`config.mk`:
```
export PLATFORM = sky130hd
export DESIGN_NAME = inst_encoder_flat
export DESIGN_NICKNAME = d
export VERILOG_FILES = /design/src/rtl/riscv_pkg.sv /design/src/rtl/inst_encoder_if.sv /design/src/rtl/inst_pack.sv /design/src/rtl/inst_encoder.sv /design/src/flat_wrapper.sv
export SDC_FILE = /design/constraint.sdc
export NUM_CORES = 1
export LEC_CHECK = 0
export BUFFER_PORTS_ARGS = -buffer_cell sky130_fd_sc_hd__buf_2
export CORE_MARGIN = 4
export CORE_UTILIZATION = 23
export CTS_CLUSTER_DIAMETER = 120
export DETAILED_ROUTE_END_ITERATION = 16
export PLACE_DENSITY = 0.5
export SYNTH_ARGS = -nofsm -noshare
export SYNTH_HDL_FRONTEND = slang
export SYNTH_SLANG_ARGS = --single-unit
```
`constraint.sdc`:
```
create_clock -name i_clk -period 2.4 [get_ports i_clk]
set_input_delay 0.12 -clock i_clk [delete_from_list [all_inputs] [get_ports i_clk]]
set_output_delay 0.12 -clock i_clk [all_outputs]
set_load 0.01 [all_outputs]
```
`src/rtl/riscv_pkg.sv`:
```
// RV32I encoding constants shared by the instruction encoder: format codes, major opcodes
// and the immediate ranges each format can represent.
package riscv_pkg;

  typedef enum logic [2:0] {
    FmtR = 3'd0,
    FmtI = 3'd1,
    FmtS = 3'd2,
    FmtB = 3'd3,
    FmtU = 3'd4,
    FmtJ = 3'd5
  } fmt_e;

  localparam logic [6:0] OpLoad   = 7'h03;
  localparam logic [6:0] OpImm    = 7'h13;
  localparam logic [6:0] OpAuipc  = 7'h17;
  localparam logic [6:0] OpStore  = 7'h23;
  localparam logic [6:0] OpOp     = 7'h33;
  localparam logic [6:0] OpLui    = 7'h37;
  localparam logic [6:0] OpBranch = 7'h63;
  localparam logic [6:0] OpJalr   = 7'h67;
  localparam logic [6:0] OpJal    = 7'h6f;

  localparam int ImmIMin = -2048;
  localparam int ImmIMax = 2047;
  localparam int ImmBMin = -4096;
  localparam int ImmBMax = 4094;
  localparam int ImmJMin = -1048576;
  localparam int ImmJMax = 1048574;

  function automatic logic imm_in_range(input logic [31:0] imm, input int lo, input int hi);
    int v;
    v = $signed(imm);
    return (v >= lo) && (v <= hi);
  endfunction

endpackage

```
`src/rtl/inst_encoder_if.sv`:
```
// Field-tuple input and encoded-word output handshakes of inst_encoder.
// The slave modport is the encoder's view; master is the loader/consumer view.
interface inst_encoder_if #(
  parameter int unsigned ADDR_W = 32
);
  logic              i_in_valid;
  logic              o_in_ready;
  logic [2:0]        i_fmt;
  logic [6:0]        i_opcode;
  logic [2:0]        i_funct3;
  logic [6:0]        i_funct7;
  logic [4:0]        i_rd;
  logic [4:0]        i_rs1;
  logic [4:0]        i_rs2;
  logic [31:0]       i_imm;
  logic              i_restart;
  logic              o_out_valid;
  logic              i_out_ready;
  logic [31:0]       o_inst;
  logic [ADDR_W-1:0] o_addr;
  logic              o_bad;
  logic              o_err_seen;

  modport slave (
    input  i_in_valid, i_fmt, i_opcode, i_funct3, i_funct7, i_rd, i_rs1, i_rs2, i_imm,
    input  i_restart, i_out_ready,
    output o_in_ready, o_out_valid, o_inst, o_addr, o_bad, o_err_seen
  );

  modport master (
    output i_in_valid, i_fmt, i_opcode, i_funct3, i_funct7, i_rd, i_rs1, i_rs2, i_imm,
    output i_restart, i_out_ready,
    input  o_in_ready, o_out_valid, o_inst, o_addr, o_bad, o_err_seen
  );
endinterface

```
`src/rtl/inst_pack.sv`:
```
// Combinational RV32I field/immediate packer. With ENCODER_RANGE_CHECK_EN defined it also
// flags immediates the selected format cannot represent, and illegal formats.
module inst_pack
  import riscv_pkg::*;
(
  input  logic [2:0]  fmt_i,
  input  logic [6:0]  opcode_i,
  input  logic [2:0]  funct3_i,
  input  logic [6:0]  funct7_i,
  input  logic [4:0]  rd_i,
  input  logic [4:0]  rs1_i,
  input  logic [4:0]  rs2_i,
  input  logic [31:0] imm_i,
  output logic [31:0] inst_o,
  output logic        bad_o
);

  always_comb begin
    inst_o = '0;
    case (fmt_e'(fmt_i))
      FmtR: inst_o = {funct7_i, rs2_i, rs1_i, funct3_i, rd_i, opcode_i};
      FmtI: inst_o = {imm_i[11:0], rs1_i, funct3_i, rd_i, opcode_i};
      FmtS: inst_o = {imm_i[11:5], rs2_i, rs1_i, funct3_i, imm_i[4:0], opcode_i};
      FmtB: inst_o = {imm_i[12], imm_i[10:5], rs2_i, rs1_i, funct3_i, imm_i[4:1], imm_i[11],
                      opcode_i};
      FmtU: inst_o = {imm_i[31:12], rd_i, opcode_i};
      FmtJ: inst_o = {imm_i[20], imm_i[10:1], imm_i[11], imm_i[19:12], rd_i, opcode_i};
      default: inst_o = '0;
    endcase
  end

`ifdef ENCODER_RANGE_CHECK_EN
  always_comb begin
    bad_o = 1'b0;
    case (fmt_e'(fmt_i))
      FmtR:       bad_o = 1'b0;
      FmtI, FmtS: bad_o = !imm_in_range(imm_i, ImmIMin, ImmIMax);
      FmtB:       bad_o = !imm_in_range(imm_i, ImmBMin, ImmBMax) || imm_i[0];
      FmtU:       bad_o = (imm_i[11:0] != 12'd0);
      FmtJ:       bad_o = !imm_in_range(imm_i, ImmJMin, ImmJMax) || imm_i[0];
      default:    bad_o = 1'b1;
    endcase
  end
`else
  assign bad_o = 1'b0;
`endif

endmodule

```
`src/rtl/inst_encoder.sv`:
```
// RV32I instruction encoder: packs accepted field tuples, tags them with sequential byte
// addresses and buffers them in a 2-entry registered FIFO. Range check: ENCODER_RANGE_CHECK_EN.
module inst_encoder
  import riscv_pkg::*;
#(
  parameter int unsigned       ADDR_W    = 32,
  parameter logic [ADDR_W-1:0] BASE_ADDR = '0
) (
  input  logic           i_clk,
  input  logic           i_rst,
  inst_encoder_if.slave  bus
);

  typedef struct packed {
    logic [31:0]       inst;
    logic [ADDR_W-1:0] addr;
    logic              bad;
  } entry_t;

  logic [31:0]       pack_inst;
  logic              pack_bad;
  logic              push, pop;
  logic [ADDR_W-1:0] word_addr;
  entry_t            new_entry;

  // head_q is the output register; tail_q holds the second word only while count_q == 2
  entry_t            head_q, head_d, tail_q, tail_d;
  logic [1:0]        count_q, count_d;
  logic              out_valid_q, in_ready_q;
  logic [ADDR_W-1:0] addr_q, addr_d;
  logic              err_q, err_d;

  inst_pack u_pack (
    .fmt_i    (bus.i_fmt),
    .opcode_i (bus.i_opcode),
    .funct3_i (bus.i_funct3),
    .funct7_i (bus.i_funct7),
    .rd_i     (bus.i_rd),
    .rs1_i    (bus.i_rs1),
    .rs2_i    (bus.i_rs2),
    .imm_i    (bus.i_imm),
    .inst_o   (pack_inst),
    .bad_o    (pack_bad)
  );

  assign push      = bus.i_in_valid && bus.o_in_ready;
  assign pop       = out_valid_q && bus.i_out_ready;
  assign word_addr = bus.i_restart ? BASE_ADDR : addr_q;
  assign new_entry = '{inst: pack_inst, addr: word_addr, bad: pack_bad};

  always_comb begin
    head_d  = head_q;
    tail_d  = tail_q;
    count_d = count_q;
    if (pop && (count_q == 2'd2)) begin
      head_d  = tail_q;
      count_d = 2'd1;
    end else if (push && pop) begin
      head_d = new_entry;
    end else if (push) begin
      if (count_q == 2'd0) head_d = new_entry;
      else                 tail_d = new_entry;
      count_d = count_q + 2'd1;
    end else if (pop) begin
      count_d = count_q - 2'd1;
    end
  end

  always_comb begin
    addr_d = addr_q;
    if (push)               addr_d = word_addr + ADDR_W'(4);
    else if (bus.i_restart) addr_d = BASE_ADDR;
  end

  // A bad word accepted alongside a restart belongs to the new run, so it still sets the flag
  assign err_d = (bus.i_restart ? 1'b0 : err_q) | (push & pack_bad);

  always_ff @(posedge i_clk) begin
    if (i_rst) begin
      head_q      <= '0;
      tail_q      <= '0;
      count_q     <= 2'd0;
      out_valid_q <= 1'b0;
      in_ready_q  <= 1'b1;
      addr_q      <= BASE_ADDR;
      err_q       <= 1'b0;
    end else begin
      head_q      <= head_d;
      tail_q      <= tail_d;
      count_q     <= count_d;
      out_valid_q <= (count_d != 2'd0);
      in_ready_q  <= (count_d != 2'd2);
      addr_q      <= addr_d;
      err_q       <= err_d;
    end
  end

  assign bus.o_in_ready  = in_ready_q && !i_rst;
  assign bus.o_out_valid = out_valid_q;
  assign bus.o_inst      = head_q.inst;
  assign bus.o_addr      = head_q.addr;
  assign bus.o_bad       = head_q.bad;
  assign bus.o_err_seen  = err_q;

endmodule

```
`src/flat_wrapper.sv`:
```
// flat-port wrapper written by rule: the top's interface ports become plain ports
module inst_encoder_flat import riscv_pkg::*;
#(
  parameter int unsigned       ADDR_W    = 32,
  parameter logic [ADDR_W-1:0] BASE_ADDR = '0
)
  (i_clk, i_rst, bus_i_in_valid, bus_i_fmt, bus_i_opcode, bus_i_funct3, bus_i_funct7, bus_i_rd, bus_i_rs1, bus_i_rs2, bus_i_imm, bus_i_restart, bus_i_out_ready, bus_o_in_ready, bus_o_out_valid, bus_o_inst, bus_o_addr, bus_o_bad, bus_o_err_seen);
  inst_encoder_if #(.ADDR_W(ADDR_W)) bus_i ();
  input  logic i_clk;
  input  logic i_rst;
  input wire logic [$bits(bus_i.i_in_valid)-1:0] bus_i_in_valid;
  input wire logic [$bits(bus_i.i_fmt)-1:0] bus_i_fmt;
  input wire logic [$bits(bus_i.i_opcode)-1:0] bus_i_opcode;
  input wire logic [$bits(bus_i.i_funct3)-1:0] bus_i_funct3;
  input wire logic [$bits(bus_i.i_funct7)-1:0] bus_i_funct7;
  input wire logic [$bits(bus_i.i_rd)-1:0] bus_i_rd;
  input wire logic [$bits(bus_i.i_rs1)-1:0] bus_i_rs1;
  input wire logic [$bits(bus_i.i_rs2)-1:0] bus_i_rs2;
  input wire logic [$bits(bus_i.i_imm)-1:0] bus_i_imm;
  input wire logic [$bits(bus_i.i_restart)-1:0] bus_i_restart;
  input wire logic [$bits(bus_i.i_out_ready)-1:0] bus_i_out_ready;
  output wire logic [$bits(bus_i.o_in_ready)-1:0] bus_o_in_ready;
  output wire logic [$bits(bus_i.o_out_valid)-1:0] bus_o_out_valid;
  output wire logic [$bits(bus_i.o_inst)-1:0] bus_o_inst;
  output wire logic [$bits(bus_i.o_addr)-1:0] bus_o_addr;
  output wire logic [$bits(bus_i.o_bad)-1:0] bus_o_bad;
  output wire logic [$bits(bus_i.o_err_seen)-1:0] bus_o_err_seen;
  assign bus_i.i_in_valid = bus_i_in_valid;
  assign bus_i.i_fmt = bus_i_fmt;
  assign bus_i.i_opcode = bus_i_opcode;
  assign bus_i.i_funct3 = bus_i_funct3;
  assign bus_i.i_funct7 = bus_i_funct7;
  assign bus_i.i_rd = bus_i_rd;
  assign bus_i.i_rs1 = bus_i_rs1;
  assign bus_i.i_rs2 = bus_i_rs2;
  assign bus_i.i_imm = bus_i_imm;
  assign bus_i.i_restart = bus_i_restart;
  assign bus_i.i_out_ready = bus_i_out_ready;
  assign bus_o_in_ready = bus_i.o_in_ready;
  assign bus_o_out_valid = bus_i.o_out_valid;
  assign bus_o_inst = bus_i.o_inst;
  assign bus_o_addr = bus_i.o_addr;
  assign bus_o_bad = bus_i.o_bad;
  assign bus_o_err_seen = bus_i.o_err_seen;
  inst_encoder #(.ADDR_W(ADDR_W), .BASE_ADDR(BASE_ADDR)) u_core (.i_clk(i_clk), .i_rst(i_rst), .bus(bus_i));
endmodule
```
==> results of run 1 <==
==> metal layers <==
layer / global-route usage [%] / share of wire [%] / vias to the layer above
met1: 15.9 / 47 / 3126
li1: - / - / 3500
met4: 2.99 / 1.1 / 2
met5: 0 / 0.060 / -
met3: 3.59 / 5.8 / 17
met2: 19.8 / 46 / 158
==> worst max-delay path, stage by stage (launching register included) <==
cell,delay [ns]
dfxtp_1,0.32
nor2b_1,0.28
ha_1,0.26
nand2_1,0.12
nor4_2,0.30
nand3_1,0.13
or3_1,0.34
a21oi_1,0.14
==> state kept, by name (all words and copies together), names as in the netlist <==
signal and cells:
u_core.addr_q 32, u_core.bus.o_addr 32, u_core.bus.o_inst 32, u_core.bus.o_out_valid 1, u_core.count_q 2, u_core.in_ready_q 1
u_core.tail_q 64
==> placed cells by master, fill, tap and decap left out, types with 11 or more instances in the layout <==
cell / n
buf_2: 136
a211oi_1: 31
nor2b_1: 50
a21oi_1: 83
nor3_1: 23
dfxtp_1: 164
buf_4: 18
o21ai_0: 30
a22oi_1: 11
a311oi_1: 36
nor2_1: 143
xnor2_1: 13
clkbuf_16: 17
nand3_1: 21
nand2_1: 175
==> through the flow <==
| step | power [W] | hold slack (ns) | std cells | setup slack, ns |
|---|---|---|---|---|
| final | 0.00734 | 0.0796 | 1514 | 0.428 |
| after global routing | 0.00774 | 0.0945 | 1514 | 0.258 |
| after CTS | 0.00747 | 0.0598 | 1514 | 0.417 |
| after detailed placement | 0.00455 | 0.385 | 1474 | 0.331 |
| after global placement | 0.00454 | 0.373 | 1474 | 0.357 |
| after floorplan | 0.00400 | 0.267 | 955 | 0.298 |
==> how the worst max path moves through the flow <==
stage	from	end	slack (ns)	depth (start not counted)
detailed placement	bus_i_restart	u_core.addr_q[24]	0.33	8
finish	u_core.addr_q[2]	u_core.addr_q[24]	0.43	7
floorplan	bus_i_restart	u_core.addr_q[28]	0.30	10
global route	u_core.addr_q[2]	u_core.addr_q[24]	0.26	7
global placement	bus_i_restart	u_core.addr_q[24]	0.36	8
CTS	u_core.addr_q[3]	u_core.addr_q[24]	0.42	8
==> power by group through the flow <==
| stage | clock (W) | combinational (W) | sequential, W |
|---|---|---|---|
| after floorplan | 0 | 0.000767 | 0.00323 |
| after global placement | 0 | 0.00137 | 0.00316 |
| after detailed placement | 0 | 0.00138 | 0.00317 |
| after CTS | 0.00297 | 0.00139 | 0.00311 |
| after global routing | 0.00307 | 0.00153 | 0.00314 |
| final | 0.00288 | 0.00136 | 0.00310 |
==> what timing repair did <==
| item | 4_1_cts | 5_1_grt |
|---|---|---|
| hold buffers | 8 | 0 |
| hold endpoints to repair | 15 | 0 |
| setup endpoints to repair | 0 | 0 |
==> cells in the mapped netlist (all sizes together) (3+ instances only) <==
cell type | instances | area share, %
buf | 18 | 1.2
a21oi | 83 | 5.6
a311oi | 36 | 4.2
a211oi | 31 | 3.1
mux2 | 10 | 1.5
xnor2 | 13 | 1.5
nor4 | 8 | 1.2
dfxtp | 164 | 44
nor2 | 143 | 7.2
and2b | 5 | 0.52
inv | 3 | 0.15
nor2b | 50 | 4.2
o21ai | 31 | 2.1
and3 | 5 | 0.42
nor3 | 23 | 1.5
xor2 | 10 | 1.2
a22oi | 11 | 1.1
nand4 | 12 | 1.3
mux2i | 9 | 1.2
nand2 | 176 | 8.8
ha | 3 | 0.50
clkbuf | 56 | 2.8
and4b | 4 | 0.57
or3 | 4 | 0.33
nand2b | 3 | 0.25
nand3 | 22 | 1.5
==> cells by family (layout without fill, tap and decap cells) <==
| logic type | count (synthesis) | in the layout |
|---|---|---|
| mux | 19 | 19 |
| xor+xnor | 23 | 23 |
| compound gates | 199 | 199 |
| buf+inv | 77 | 201 |
| other cells | 1 | 2 |
| flops | 164 | 164 |
| simple gates | 468 | 468 |
| fa+ha+maj | 3 | 3 |
==> layout make-up <==
class | instances | area (um^2)
Timing Repair Buffer | 166 | 976
Tap cell | 435 | 544
Clock inverter | 13 | 163
Inverter | 3 | 11.3
Sequential cell | 164 | 3280
Multi-Input combinational cell | 714 | 3900
Clock buffer | 19 | 453
Fill cell | 3446 | 22500
==> impl_metrics.env, run 1 <==
export IMPL_status="finished, final reports clean"
export IMPL_fmax_mhz=507
export IMPL_critPathLaunchType="flop"
export IMPL_internal_power_w=0.00512
export IMPL_avgViaCountPerCell=4.49
export IMPL_hold_path_end="u_core.bus.o_inst[26]"
export IMPL_setup_tns_ns=0
export IMPL_drtAntennaViolNets=0
export IMPL_rsz0062_at_grt="no"
export IMPL_num_nets_final=1141
export IMPL_synthCells=954
export IMPL_max_cap_viol_count=0
export IMPL_synth_area_mux_share_pct=2.71
export IMPL_synth_edff_count=0
export IMPL_reg2regPathDepth=7
export IMPL_final_core_util_pct=29.3
export IMPL_hold_path_class="input port to flop"
export IMPL_grt_pass1_wl_um=35000
export IMPL_port_buffers=137
export IMPL_slew_headroom_pct=47.8
export IMPL_drc=0
export IMPL_clkPwrFrac_pct=39.2
export IMPL_power_density_nw_per_um2=787
export IMPL_cts_resized=0
export IMPL_synth_top_family_by_area="simple AND/OR/NAND/NOR gates"
export IMPL_vias=6803
export IMPL_async_flop_share_pct=0
export IMPL_dpl_hpwl_um=14600
export IMPL_grt_pass1_vias=6399
export IMPL_stdcell_area_um2=9330
export IMPL_fin_crit_sh_pct=82.2
export IMPL_reg2reg_slack_ns=0.43
export IMPL_r2r_end="u_core.addr_q[24]"
export IMPL_overflow=0
export IMPL_min_delay_start="bus_i_imm[6]"
export IMPL_clk_root_buffer_cell="clkbuf_16"
export IMPL_syn2layout_area_growth_pct=24.9
export IMPL_synth_xor_xnor_area_share_pct=2.70
export IMPL_cts_inserted_buffers=17
export IMPL_place_area_um2=8640
export IMPL_rows=65
export IMPL_critical_path_class="flop to flop"
export IMPL_clock_latency_ns=0.43
export IMPL_p_sw_w=0.00222
export IMPL_drt_iter0_markers=331
export IMPL_synth_area_um2=7470
export IMPL_dieArea_um2=35400
export IMPL_die_width_um=188
export IMPL_gp_congestion=0.807
export IMPL_synth_simple_gate_area_share_pct=29.2
export IMPL_pwr_share_seq_pct=42.3
export IMPL_postCtsSetupRepairBufs=0
export IMPL_min_period_ns=1.97
export IMPL_clk_pin_slew_ns=0.07
export IMPL_comb_power_share_pct=18.5
export IMPL_pin_count=140
export IMPL_core_area_um2=31800
export IMPL_leakagePower_nw=3.50
export IMPL_synthAdderAreaFrac_pct=0.502
export IMPL_hold_viol=0
export IMPL_htree_levels=4
export IMPL_holdPathStages=5
export IMPL_die_h_um=188
export IMPL_wl_um=21700
export IMPL_synthFlopType="dfxtp_1"
export IMPL_irDropWorstVdd_v=0.000583
export IMPL_p_sw_share_pct=30.2
export IMPL_antenna_found_initial=1
export IMPL_drive_gt1_share_pct=20.0
export IMPL_yosysWarningCount=0
export IMPL_synth_avg_cell_area_um2=7.83
export IMPL_wl_per_cell_um=14.3
export IMPL_start_util_pct=23.5
export IMPL_r2r_start="u_core.addr_q[2]"
export IMPL_ys_seq_area_share_pct=43.9
export IMPL_cp_required_ns=2.75
export IMPL_clk_path_buf_depth=2
export IMPL_cts_sinks=164
export IMPL_antenna_cells=0
export IMPL_arrival_ns=2.32
export IMPL_drv_slew=0
export IMPL_synth_cell_types=52
export IMPL_cts_tree="built"
export IMPL_critPathCaptureType="flop"
export IMPL_yosys_register_bits=164
export IMPL_synth_compound_area_share_pct=16.8
export IMPL_worst_pin_slew_ns=0.783
export IMPL_grt_usage_pct=12.1
export IMPL_grt_max_degree=166
export IMPL_drtPass1Iterations=5
export IMPL_cp_max_fo=4
export IMPL_fin_skew_ns=0.0123
export IMPL_setup_viol=0
Note: power is estimated with default switching activity, not from simulation.
==> run 2, diff against run 1 <==
==> constraint.sdc (replaced) <==
create_clock -name i_clk -period 1.85 [get_ports i_clk]
set_input_delay 0.0925 -clock i_clk [delete_from_list [all_inputs] [get_ports i_clk]]
set_output_delay 0.0925 -clock i_clk [all_outputs]
set_load 0.01 [all_outputs]
==> impl_metrics.env, run 2 (synthesized netlist as in run 1, its figures left out) <==
export IMPL_status="finished, final reports clean"
export IMPL_start_util_pct=23.5
export IMPL_antenna_cells=0
export IMPL_dpl_hpwl_um=15900
export IMPL_wl_um=23000
export IMPL_cp_slowest_cell="dfxtp_1"
export IMPL_fin_skew_ns=0.0173
export IMPL_cp_cell_sequence="inv_1, ha_1, a21oi_2, buf_4, o21ai_4, buf_4, clkbuf_16, a311oi_1"
export IMPL_final_core_util_pct=31.3
export IMPL_p_sw_share_pct=31.3
export IMPL_num_nets_final=1196
export IMPL_clock_latency_ns=0.44
export IMPL_min_period_ns=1.73
export IMPL_critPathCaptureType="flop"
export IMPL_wl_per_cell_um=14.7
export IMPL_fin_ws_ns=0.119
export IMPL_drive_gt1_share_pct=25.0
export IMPL_dieArea_um2=35400
export IMPL_antenna_found_initial=1
export IMPL_hold_path_class="input port to flop"
export IMPL_fill_cells=3392
export IMPL_grt_pass1_vias=6903
export IMPL_critPathLaunchType="flop"
export IMPL_cts_sinks=164
export IMPL_cp_max_fo=14
export IMPL_die_width_um=188
export IMPL_setup_viol=0
export IMPL_cts_tree="built"
export IMPL_comb_power_share_pct=21.1
export IMPL_drv_slew=0
export IMPL_drtPass1Iterations=5
export IMPL_leakagePower_nw=3.85
export IMPL_critical_path_class="flop to flop"
export IMPL_htree_levels=4
export IMPL_final_cell_mix="nand2_1 (175), dfxtp_1 (163), nor2_1 (142), buf_2 (136), a21oi_1 (82)"
export IMPL_core_area_um2=31800
export IMPL_clk_path_buf_depth=2
export IMPL_cp_required_ns=2.19
export IMPL_worst_pin_slew_ns=0.601
export IMPL_power_total_w=0.00967
export IMPL_die_h_um=188
export IMPL_irDropWorstVdd_v=0.000775
export IMPL_grt_max_degree=122
export IMPL_worst_path_buf_inv=4
export IMPL_rows=65
export IMPL_fin_crit_sh_pct=93.6
export IMPL_pin_count=140
export IMPL_drtAntennaViolNets=0
export IMPL_cpPeakStageDelay_ns=0.35
export IMPL_drc=0
export IMPL_cts_inserted_buffers=17
export IMPL_clk_pin_slew_ns=0.07
export IMPL_grt_usage_pct=12.9
export IMPL_clk_root_buffer_cell="clkbuf_16"
export IMPL_port_buffers=137
export IMPL_path_delay_family="buffers and inverters"
export IMPL_pwr_share_seq_pct=41.5
export IMPL_avgViaCountPerCell=4.54
export IMPL_cp_common_cell="buf_4"
export IMPL_setup_tns_ns=0
export IMPL_clkPwrFrac_pct=37.4
export IMPL_internal_power_w=0.00664
export IMPL_top_register="u_core.tail_q"
export IMPL_vias=7131
export IMPL_fmax_mhz=578
export IMPL_arrival_ns=2.07
export IMPL_drt_iter0_markers=436
export IMPL_rsz0062_at_grt="yes"
export IMPL_gp_congestion=0.824
export IMPL_pre_cts_ws_ns=-0.0254
export IMPL_syn2layout_area_growth_pct=33.2
export IMPL_max_cap_viol_count=0
export IMPL_largest_reg_flops=64
export IMPL_power_density_nw_per_um2=972
export IMPL_dpl_cell_count=1525
export IMPL_p_sw_w=0.00303
export IMPL_layout_commonest_cell="nand2_1"
export IMPL_instances_no_fill=1569
export IMPL_overflow=0
export IMPL_grt_pass1_wl_um=37300
export IMPL_hold_viol=0
export IMPL_slew_headroom_pct=59.9
run 2: power groups by stage:
| stage | logic [W] | clock network [W] | registers (W) |
|---|---|---|---|
| 2_1_floorplan | 0.00101 | 0 | 0.00419 |
| 3_3_place_gp | 0.00193 | 0 | 0.00409 |
| 3_5_place_dp | 0.00194 | 0 | 0.00410 |
| 4_1_cts | 0.00197 | 0.00375 | 0.00402 |
| 5_1_grt | 0.00230 | 0.00389 | 0.00406 |
| 6_report | 0.00204 | 0.00362 | 0.00401 |
run 2: repair_timing:
action / in CTS / in global routing
hold buffers: 7 / 0
endpoints found under the hold margin: 14 / 0
gates cloned: 0 / 2
pin swaps: 1 / 1
buffers inserted: 1 / 2
gates resized for setup: 1 / 11
setup endpoints to repair: 15 / 23
run 2: layer usage:
| metal | GRT usage (%) | vias to the layer above | wire (um) |
|---|---|---|---|
| met5 | 0 | - | 13 |
| met2 | 20.6 | 134 | 10700 |
| li1 | - | 3625 | - |
| met4 | 2.99 | 2 | 197 |
| met1 | 17.3 | 3354 | 10800 |
| met3 | 3.72 | 16 | 1220 |
run 2: cell type report:
| cell class | instances | area [um^2] | area share, % |
|---|---|---|---|
| clock buffer | 17 | 425 | 4.27 |
| clock inverter | 15 | 170 | 1.71 |
| inverter | 3 | 11.3 | 0.113 |
| multi-input combinational | 714 | 4000 | 40.2 |
| sequential | 164 | 3280 | 33.0 |
| tap | 435 | 544 | 5.47 |
| timing repair buffer | 221 | 1510 | 15.2 |
run 2: worst paths after layout:
kind	cells past startpoint	end	slack, ns	startpoint
setup reg to reg	8	u_core.bus.o_addr[28]	0.12	u_core.count_q[0]
hold reg to reg	2	u_core.tail_q[9]	0.46	u_core.tail_q[9]
hold / removal	5	u_core.bus.o_inst[30]	0.03	bus_i_imm[10]
setup / recovery	8	u_core.bus.o_addr[28]	0.12	u_core.count_q[0]
run 2: per-stage QoR:
| step | cell area (um^2) | hold slack (ns) |
|---|---|---|
| 3_3_place_gp | 9130 | 0.363 |
| 4_1_cts | 9810 | 0.0163 |
| 2_1_floorplan | 7540 | 0.240 |
| 3_5_place_dp | 9130 | 0.369 |
| 5_1_grt | 9950 | 0.0428 |
| 6_report | 9950 | 0.0347 |
run 2: tightest hold or removal path, delay by kind of cell:
family                 cells  cell delay, ns
AO/OA/AOI/OAI              2            0.15
AND/OR/NAND/NOR            2            0.10
buffers and inverters      1            0.09
==> run 3, diff against run 2 <==
--- a/config.mk
+++ b/config.mk
@@ -6,11 +6,13 @@
 export NUM_CORES = 1
 export LEC_CHECK = 0
 export BUFFER_PORTS_ARGS = -buffer_cell sky130_fd_sc_hd__buf_2
+export CELL_PAD_IN_SITES_DETAIL_PLACEMENT = 1
+export CELL_PAD_IN_SITES_GLOBAL_PLACEMENT = 2
 export CORE_MARGIN = 4
 export CORE_UTILIZATION = 23
 export CTS_CLUSTER_DIAMETER = 120
 export DETAILED_ROUTE_END_ITERATION = 16
-export PLACE_DENSITY = 0.5
+export PLACE_DENSITY = 0.71
 export SYNTH_ARGS = -nofsm -noshare
 export SYNTH_HDL_FRONTEND = slang
 export SYNTH_SLANG_ARGS = --single-unit
==> impl_metrics.env, run 3 (synthesized netlist as in run 1, its figures left out) <==
export IMPL_vias=7221
export IMPL_clock_latency_ns=0.44
export IMPL_setup_tns_ns=0
export IMPL_worst_path_buf_inv=4
export IMPL_hold_worst_slack_ns=0.0420
export IMPL_rsz0062_at_grt="yes"
export IMPL_clk_path_buf_depth=2
export IMPL_wl_um=25600
export IMPL_path_delay_family="buffers and inverters"
export IMPL_critical_path_class="flop to flop"
export IMPL_hold_path_class="input port to flop"
export IMPL_cp_slowest_cell="dfxtp_2"
export IMPL_fin_skew_ns=0.0137
export IMPL_num_nets_final=1210
export IMPL_rows=65
export IMPL_drtAntennaViolNets=0
export IMPL_max_cap_viol_count=0
export IMPL_irDropWorstVdd_v=0.000658
export IMPL_drive_gt1_share_pct=26.3
export IMPL_grt_pass1_vias=7442
export IMPL_leakagePower_nw=3.92
export IMPL_slew_headroom_pct=55.7
export IMPL_power_density_nw_per_um2=970
export IMPL_gp_congestion=0.775
export IMPL_die_width_um=188
export IMPL_fin_crit_sh_pct=95.7
export IMPL_layout_commonest_cell="nand2_1"
export IMPL_fin_ws_ns=0.0796
export IMPL_critPathCaptureType="flop"
export IMPL_avgViaCountPerCell=4.56
export IMPL_dieArea_um2=35400
export IMPL_cp_max_fo=18
export IMPL_drt_iter0_markers=267
export IMPL_fmax_mhz=565
export IMPL_cp_cell_sequence="inv_2, ha_2, nand3_4, buf_12, o21ai_4, buf_12, clkbuf_16, nor2_1, a311oi_1"
export IMPL_arrival_ns=2.11
export IMPL_pre_cts_ws_ns=-0.0557
export IMPL_clk_pin_slew_ns=0.07
export IMPL_grt_max_degree=111
export IMPL_port_buffers=137
export IMPL_antenna_cells=0
export IMPL_power_total_w=0.00981
export IMPL_start_util_pct=23.5
export IMPL_largest_reg_flops=64
export IMPL_drtPass1Iterations=4
export IMPL_pin_count=140
export IMPL_core_area_um2=31800
export IMPL_antenna_found_initial=0
export IMPL_hold_viol=0
export IMPL_cpPeakStageDelay_ns=0.33
export IMPL_syn2layout_area_growth_pct=35.4
export IMPL_cts_sinks=164
export IMPL_overflow=0
export IMPL_cts_tree="built"
export IMPL_r2r_start="u_core.count_q[0]"
export IMPL_cts_inserted_buffers=17
export IMPL_min_delay_start="bus_i_imm[8]"
export IMPL_status="finished, final reports clean"
export IMPL_final_cell_mix="nand2_1 (175), dfxtp_1 (161), nor2_1 (142), buf_2 (136), a21oi_1 (82)"
export IMPL_grt_usage_pct=13.7
export IMPL_htree_levels=4
export IMPL_cp_common_cell="buf_12"
export IMPL_die_h_um=188
export IMPL_cp_required_ns=2.18
export IMPL_min_period_ns=1.77
export IMPL_worst_pin_slew_ns=0.665
export IMPL_crit_path_start="u_core.count_q[0]"
export IMPL_critPathLaunchType="flop"
export IMPL_clk_root_buffer_cell="clkbuf_16"
export IMPL_drc=0
export IMPL_grt_pass1_wl_um=40100
export IMPL_drv_slew=0
export IMPL_top_register="u_core.tail_q"
export IMPL_dpl_hpwl_um=17100
export IMPL_wl_per_cell_um=16.2
export IMPL_setup_viol=0
==> run 3: area by class of cell <==
class                   count  area, um^2
fillers                  3815       21700
multi-input cells         714        3990
flip-flops and latches    164        3290
repair buffers            235        1700
well taps                 435         544
clock buffers              17         425
clock inverters            15         165
inverters                   3        11.3
==> run 3: worst paths after layout <==
path         cells past startpoint               endpoint  slack (ns)
max                              9  u_core.bus.o_addr[29]        0.08
min                              5  u_core.bus.o_inst[28]        0.04
max reg2reg                      9  u_core.bus.o_addr[29]        0.08
min reg2reg                      2       u_core.tail_q[3]        0.46
==> run 3: report_power, final <==
part	total [W]	internal [W]	leakage, nW	switching (W)
logic	0.00221	0.000958	2.30	0.00125
registers	0.00403	0.00385	1.33	0.000176
clock network	0.00358	0.00182	0.286	0.00176
==> run 3: worst min-delay path, cell delays in order <==
cell and delay (ns):
buf_2 0.09, nand2_1 0.04, o21ai_0 0.10, nand2_1 0.06, o21ai_0 0.06
==> run 3: routing by layer <==
layer / track usage, % / vias to the layer above / part of all wire, %
li1: - / 3645 / -
met5: 0 / - / 0
met2: 23.0 / 112 / 48
met4: 3.13 / 0 / 0.76
met1: 17.9 / 3452 / 48
met3: 3.35 / 12 / 4.0
==> run 3: timing repair <==
action	in CTS	in global routing
pin swaps	0	14
resized for setup	1	15
cloned	0	7
hold buffers	7	0
buffers inserted	0	4
endpoints found under the hold margin	14	0
endpoints found under the setup margin	10	122
==> run 3: per-stage QoR <==
step	util (%)	instance area, um^2	std cells
2_1_floorplan	-	7540	955
3_3_place_gp	28.9	9190	1533
3_5_place_dp	28.9	9190	1533
4_1_cts	31.0	9850	1572
5_1_grt	31.8	10100	1583
6_report	31.8	10100	1583
